### config.mk
export PLATFORM = sky130hd
export DESIGN_NAME = vga_timing_gen
export DESIGN_NICKNAME = d
export VERILOG_FILES = /design/src/rtl/vga_timing_pkg.sv /design/src/rtl/vga_delay_line.sv /design/src/rtl/vga_timing_gen.sv
export SDC_FILE = /design/constraint.sdc
export NUM_CORES = 1
export LEC_CHECK = 0
export CORE_MARGIN = 2
export CORE_UTILIZATION = 50
export DETAILED_ROUTE_END_ITERATION = 10
export GPL_TIMING_DRIVEN = 1
export HOLD_SLACK_MARGIN = 0.1
export PLACE_DENSITY = 0.76
export SLEW_MARGIN = 40
export SYNTH_ARGS = -nofsm -noshare
export SYNTH_HDL_FRONTEND = slang
export SYNTH_SLANG_ARGS = --single-unit
### constraint.sdc
create_clock -name clock -period 1.75 [get_ports clock]
set_input_delay 0.2625 -clock clock [delete_from_list [all_inputs] [get_ports clock]]
set_output_delay 0.2625 -clock clock [all_outputs]
set_load 0.05 [all_outputs]
### src/rtl/vga_timing_pkg.sv
// vga_timing_pkg
//   Shared timing constants and helpers for the VGA timing generator.
//   - axis_timing_t : visible/front/sync/back widths for one axis
//   - VGA640_*      : 640x480@60 (800x525 totals)
//   - VGA800_*      : 800x600@60 (1056x628 totals)
//   - axis_total()  : LINE / FRAME derivation
//   - PIPE_DELAY_MAX: deepest supported sync/visible delay line
package vga_timing_pkg;

  localparam int PIPE_DELAY_MAX = 15;

  typedef struct packed {
    int visible;
    int front;
    int sync;
    int back;
  } axis_timing_t;

  localparam axis_timing_t VGA640_H = '{visible: 640, front: 16, sync: 96,  back: 48};
  localparam axis_timing_t VGA640_V = '{visible: 480, front: 10, sync: 2,   back: 33};
  localparam axis_timing_t VGA800_H = '{visible: 800, front: 40, sync: 128, back: 88};
  localparam axis_timing_t VGA800_V = '{visible: 600, front: 1,  sync: 4,   back: 23};

  // Total period of one axis (LINE for horizontal, FRAME for vertical).
  function automatic int axis_total(input int visible, input int front,
                                    input int sync, input int back);
    return visible + front + sync + back;
  endfunction

endpackage

### src/rtl/vga_delay_line.sv
// vga_delay_line
//   WIDTH-bit shift register advancing only when enable is high.
//   DEPTH=0 is a combinational passthrough. Reset loads RESET_VALUE
//   into every stage so the output never shows stale data after reset.
// Ports:
//   clock  : system clock
//   reset  : synchronous active-high reset
//   enable : shift strobe
//   din    : input bundle
//   dout   : bundle delayed by DEPTH enables
module vga_delay_line #(
  parameter int               WIDTH       = 1,
  parameter int               DEPTH       = 0,
  parameter logic [WIDTH-1:0] RESET_VALUE = '0
) (
  input  logic             clock,
  input  logic             reset,
  input  logic             enable,
  input  logic [WIDTH-1:0] din,
  output logic [WIDTH-1:0] dout
);

  generate
    if (DEPTH == 0) begin : g_pass
      logic unused_ctrl;
      assign unused_ctrl = ^{clock, reset, enable};
      assign dout = din;
    end else begin : g_shift
      logic [WIDTH-1:0] stage_reg [DEPTH];

      always_ff @(posedge clock) begin
        if (reset) begin
          for (int i = 0; i < DEPTH; i++) stage_reg[i] <= RESET_VALUE;
        end else if (enable) begin
          stage_reg[0] <= din;
          for (int i = 1; i < DEPTH; i++) stage_reg[i] <= stage_reg[i-1];
        end
      end

      assign dout = stage_reg[DEPTH-1];
    end
  endgenerate

endmodule

### src/rtl/vga_timing_gen.sv
// vga_timing_gen
//   VGA raster timing: hcount/vcount counters advancing on pixelClock,
//   hsync/vsync/visible decode (optionally delayed PIPE_DELAY pixel
//   enables to match a pipelined pixel datapath) and one-clock
//   lineStart/frameStart strobes.
//   Optional: define VGA_TIMING_FRAME_COUNT_EN to add a 16-bit frameCount.
// Ports:
//   clock      : system clock, posedge
//   reset      : synchronous active-high reset
//   pixelClock : pixel enable
//   hcount     : column 0..LINE-1 (never delayed)
//   vcount     : row 0..FRAME-1 (never delayed)
//   hsync      : horizontal sync, delayed PIPE_DELAY pixels
//   vsync      : vertical sync, delayed PIPE_DELAY pixels
//   visible    : active-video flag, delayed PIPE_DELAY pixels
//   lineStart  : one-clock strobe when hcount wraps to 0
//   frameStart : one-clock strobe when hcount and vcount both wrap to 0
//   frameCount : (VGA_TIMING_FRAME_COUNT_EN only) frames since reset
module vga_timing_gen
  import vga_timing_pkg::*;
#(
  parameter int   WIDTH      = 12,
  parameter int   H_VISIBLE  = 640,
  parameter int   H_FRONT    = 16,
  parameter int   H_SYNC     = 96,
  parameter int   H_BACK     = 48,
  parameter int   V_VISIBLE  = 480,
  parameter int   V_FRONT    = 10,
  parameter int   V_SYNC     = 2,
  parameter int   V_BACK     = 33,
  parameter logic H_PULSE    = 1'b0,
  parameter logic V_PULSE    = 1'b0,
  parameter int   PIPE_DELAY = 0
) (
  input  logic             clock,
  input  logic             reset,
  input  logic             pixelClock,
  output logic [WIDTH-1:0] hcount,
  output logic [WIDTH-1:0] vcount,
  output logic             hsync,
  output logic             vsync,
  output logic             visible,
  output logic             lineStart,
  output logic             frameStart
`ifdef VGA_TIMING_FRAME_COUNT_EN
  ,
  output logic [15:0]      frameCount
`endif
);

  localparam int LINE  = axis_total(H_VISIBLE, H_FRONT, H_SYNC, H_BACK);
  localparam int FRAME = axis_total(V_VISIBLE, V_FRONT, V_SYNC, V_BACK);

  generate
    if (LINE >= 2**WIDTH) begin : g_line_too_wide
      $error("vga_timing_gen: LINE does not fit in WIDTH bits");
    end
    if (FRAME >= 2**WIDTH) begin : g_frame_too_wide
      $error("vga_timing_gen: FRAME does not fit in WIDTH bits");
    end
    if (PIPE_DELAY < 0 || PIPE_DELAY > PIPE_DELAY_MAX) begin : g_bad_delay
      $error("vga_timing_gen: PIPE_DELAY out of range");
    end
  endgenerate

  localparam logic [WIDTH-1:0] H_LAST       = WIDTH'(LINE - 1);
  localparam logic [WIDTH-1:0] V_LAST       = WIDTH'(FRAME - 1);
  localparam logic [WIDTH-1:0] H_VIS_END    = WIDTH'(H_VISIBLE);
  localparam logic [WIDTH-1:0] V_VIS_END    = WIDTH'(V_VISIBLE);
  localparam logic [WIDTH-1:0] H_SYNC_START = WIDTH'(H_VISIBLE + H_FRONT);
  localparam logic [WIDTH-1:0] H_SYNC_END   = WIDTH'(H_VISIBLE + H_FRONT + H_SYNC);
  localparam logic [WIDTH-1:0] V_SYNC_START = WIDTH'(V_VISIBLE + V_FRONT);
  localparam logic [WIDTH-1:0] V_SYNC_END   = WIDTH'(V_VISIBLE + V_FRONT + V_SYNC);

  logic [WIDTH-1:0] hcount_reg;
  logic [WIDTH-1:0] vcount_reg;
  logic             line_start_reg;
  logic             frame_start_reg;
  logic             h_wrap;
  logic             v_wrap;

  assign h_wrap = (hcount_reg == H_LAST);
  assign v_wrap = (vcount_reg == V_LAST);

  // Strobes are recomputed every clock, so they fall after one cycle even
  // when pixelClock stays high; a reset-induced return to 0 never strobes.
  always_ff @(posedge clock) begin
    if (reset) begin
      hcount_reg      <= '0;
      vcount_reg      <= '0;
      line_start_reg  <= 1'b0;
      frame_start_reg <= 1'b0;
    end else begin
      line_start_reg  <= pixelClock && h_wrap;
      frame_start_reg <= pixelClock && h_wrap && v_wrap;
      if (pixelClock) begin
        hcount_reg <= h_wrap ? '0 : hcount_reg + 1'b1;
        if (h_wrap) vcount_reg <= v_wrap ? '0 : vcount_reg + 1'b1;
      end
    end
  end

  logic hs_raw;
  logic vs_raw;
  logic vis_raw;

  always_comb begin
    hs_raw  = ((hcount_reg >= H_SYNC_START) && (hcount_reg < H_SYNC_END)) ? H_PULSE : ~H_PULSE;
    vs_raw  = ((vcount_reg >= V_SYNC_START) && (vcount_reg < V_SYNC_END)) ? V_PULSE : ~V_PULSE;
    vis_raw = (hcount_reg < H_VIS_END) && (vcount_reg < V_VIS_END);
  end

  logic [2:0] sync_bundle;

  vga_delay_line #(
    .WIDTH      (3),
    .DEPTH      (PIPE_DELAY),
    .RESET_VALUE({~H_PULSE, ~V_PULSE, 1'b0})
  ) u_sync_delay (
    .clock (clock),
    .reset (reset),
    .enable(pixelClock),
    .din   ({hs_raw, vs_raw, vis_raw}),
    .dout  (sync_bundle)
  );

  assign hcount     = hcount_reg;
  assign vcount     = vcount_reg;
  assign hsync      = sync_bundle[2];
  assign vsync      = sync_bundle[1];
  assign visible    = sync_bundle[0];
  assign lineStart  = line_start_reg;
  assign frameStart = frame_start_reg;

`ifdef VGA_TIMING_FRAME_COUNT_EN
  logic [15:0] frame_count_reg;

  // Bumps on the same edge that raises frameStart; wraps naturally at 16 bits.
  always_ff @(posedge clock) begin
    if (reset) begin
      frame_count_reg <= '0;
    end else if (pixelClock && h_wrap && v_wrap) begin
      frame_count_reg <= frame_count_reg + 16'd1;
    end
  end

  assign frameCount = frame_count_reg;
`endif

endmodule
==> impl_metrics.json <==
{
  "synthDominantCellAreaShare": 0.349,
  "design.portCount": 32,
  "fin_nets": 227,
  "report.final.slew_viol_count": 0,
  "setup_viol": 0,
  "tritoncts": "built",
  "synth_cell_types": 41,
  "antenna_diode_instance_count": 0,
  "post_drt_antenna_nets": 0,
  "postLayoutCellArea_um2": 2050,
  "worst_hold_launch": "vcount[1]",
  "global_route.usage.total": 0.217,
  "synth_most_common_cell": "dfxtp_1",
  "insertion_delay_ns": 0.33,
  "worst_ir_drop_vdd_uv": 632,
  "numClockSinks": 26,
  "place.port_buffers": 31,
  "min_period_ns": 1.72,
  "ys_dominant_reg_cell": "dfxtp_1",
  "hpwlAfterDp_mm": 2.63,
  "fp.dieH_um": 58.6,
  "post-place-ws_ns": 0.0300,
  "initial_core_utilization": 0.531,
  "ys_top_cells_by_count": "dfxtp_1, nor2_1, nand2_1",
  "avgRoutedWirePerCell_um": 14.8,
  "p_per_area_nw_per_um2": 526,
  "clock_pin_transition_on_the_worst_setup_and_hold_timing_paths_ns": 0.14,
  "grt_pass1_vias": 1246,
  "grt_pass1_wl_mm": 5.71,
  "synth_async_sr_flop_share": 0,
  "syn-cell-area_um2": 1490,
  "critPathMaxFanout": 8,
  "worst_path_largest_cell_delay_ns": 0.43,
  "timing.final.hold_violations": 0,
  "chipWidth_um": 58.6,
  "floorplan.core_area_um2": 2810,
  "grt_antenna_before_repair": 0,
  "timing.critical_path.buf_inv": 1,
  "crit_path_cell_trace": "and4_1, nand4_1, buf_12",
  "dr.pass1.iters": 7,
  "run_status": "finished with violations",
  "worst_setup_path_startpoint": "vcount[6]",
  "first_iteration_detailed_routing_drc_count": 64,
  "synth.largest_area_cell": "dfxtp_1",
  "synth.net_count": 178,
  "synth-warning-count": 0,
  "routed-via-count": 1429,
  "cts.htree.levels": 1,
  "seq_total_area_yosys": 0.349,
  "clock.fmax_mhz": 581,
  "worst_path_dominant_cell_family": "simple AND/OR/NAND/NOR gates",
  "sort_of_element_at_the_start_of_the_critical_path": "register",
  "place_congestion": 0.868,
  "worst-setup-path-type": "reg2out",
  "cts_buf_count": 3,
  "clk_root_buffer_cell": "clkbuf_4",
  "synth_edf_count": 0,
  "maxCapViolCount": 0,
  "synthesis.instances": 170,
  "yosys-top-cells-area": "dfxtp_1, nor2_1, ha_1",
  "hold-worst-slack_ns": 0.516,
  "rsz0062_at_grt": "true",
  "row_count": 19,
  "detail_route.wirelength_mm": 3.68,
  "remaining_drc_errors": 2,
  "overflow": 0,
  "period_share": 0.984,
  "worst_r2r_path_depth": 7,
  "slowest_stage": "dfxtp_2",
  "vias_per_cell": 5.74,
  "yosys_register_bits": 26,
  "finalWorstSetupSlack_ns": 0.0284,
  "clock-skew-final_ns": 0.00534,
  "syn_area_per_cell_um2": 8.77,
  "worstPathRequired_ns": 1.49,
  "violated_checks": "design-rule violations",
  "timing.hold.worst_path_depth": 2,
  "dieArea_um2": 3430,
  "postPlaceCellArea_um2": 1860,
  "setup-tns-final_ns": 0,
  "path_depth": 3,
  "cp_data_arrival_time_ns": 1.46,
  "hold_class": "reg2reg",
  "endpoint_type_of_the_worst_setup_path": "output port",
  "p_leak_nw": 0.853,
  "slew_headroom": 0.666,
  "post_route_cells_drive_above_1_share": 0.427,
  "ctsLongestPathBuffers": 2,
  "regToRegStartpoint": "vcount[1]",
  "flow.area_growth_from_synthesis_pct": 37.9,
  "largest_net_degree_at_the_start_of_global_routing": 16,
  "timing_worst_slew_pin_value_ns": 0.500
}
==> logic make-up after synthesis <==
group / share of synthesized area
multiplexers: 0.0202
flip-flops: 0.349
AND/OR/NAND/NOR: 0.353
buffers and inverters: 0.0764
adder cells (fa/ha/maj): 0.0420
XOR/XNOR: 0.0646
AO/OA/AOI/OAI: 0.0940
==> report_power, final <==
part	internal [W]	switching (W)
logic	0.0000300	0.0000423
registers	0.000587	0.00000660
clock network	0.000232	0.000184
total	0.000848	0.000233
==> final timing paths <==
kind / end / slack [ns]
hold / removal: vcount[1] / 0.52
hold reg to reg: vcount[1] / 0.52
setup / recovery: vsync / 0.03
setup reg to reg: vcount[11] / 0.09
==> stage by stage <==
stage / utilization / cells / power, W
after floorplan: - / 170 / 0.000661
after global placement: 0.661 / 236 / 0.000687
after detailed placement: 0.661 / 236 / 0.000689
after CTS: 0.685 / 240 / 0.00110
after global routing: 0.732 / 249 / 0.00112
final: 0.732 / 249 / 0.00108
==> timing repair <==
action                     in CTS  in global routing
pin swaps                       1                  5
setup buffers                   0                  9
hold endpoints to repair        0                  0
setup endpoints to repair       2                  8
gates resized for setup         4                 22
hold buffers                    0                  0
==> area by class of cell <==
| type | count | area, um2 |
|---|---|---|
| fill | 209 | 751 |
| tap | 31 | 38.8 |
| timing repair buffer | 53 | 470 |
| clock inverter | 1 | 30.0 |
| multi-input combinational | 127 | 897 |
| inverter | 8 | 30.0 |
| clock buffer | 3 | 22.5 |
| sequential | 26 | 566 |
==> layer usage <==
layer / track usage / part of all wire / up-vias
li1: - / - / 707
met1: 0.269 / 0.43 / 675
met2: 0.376 / 0.51 / 41
met3: 0.0330 / 0.045 / 6
met4: 0.0909 / 0.015 / 0
met5: 0 / 0 / -
==> layout by cell type, fill, tap and decap left out, types with 2 or more instances in the layout <==
cell type,count
dfxtp_4,7
and4_1,3
a31oi_1,2
dfxtp_2,15
mux2i_1,3
nand2b_1,4
nand4b_1,2
dlymetal6s2s_1,2
ha_1,5
nor3_1,5
clkdlybuf4s50_1,2
clkbuf_4,3
nand2_1,12
o32ai_1,4
nor2_1,19
inv_1,7
nand4_1,8
or3_1,6
xor2_1,6
a211oi_2,2
buf_6,2
dfxtp_1,4
buf_12,4
o21ai_0,3
a21oi_1,9
and3_1,2
nand3_1,8
or2_2,3
xnor2_1,5
buf_4,43
==> worst min-delay path: stages (launching register included) <==
cell and delay, ns:
dfxtp_2 0.38, nand2_1 0.06, a21oi_1 0.05
(Power assumes the default switching activity.)
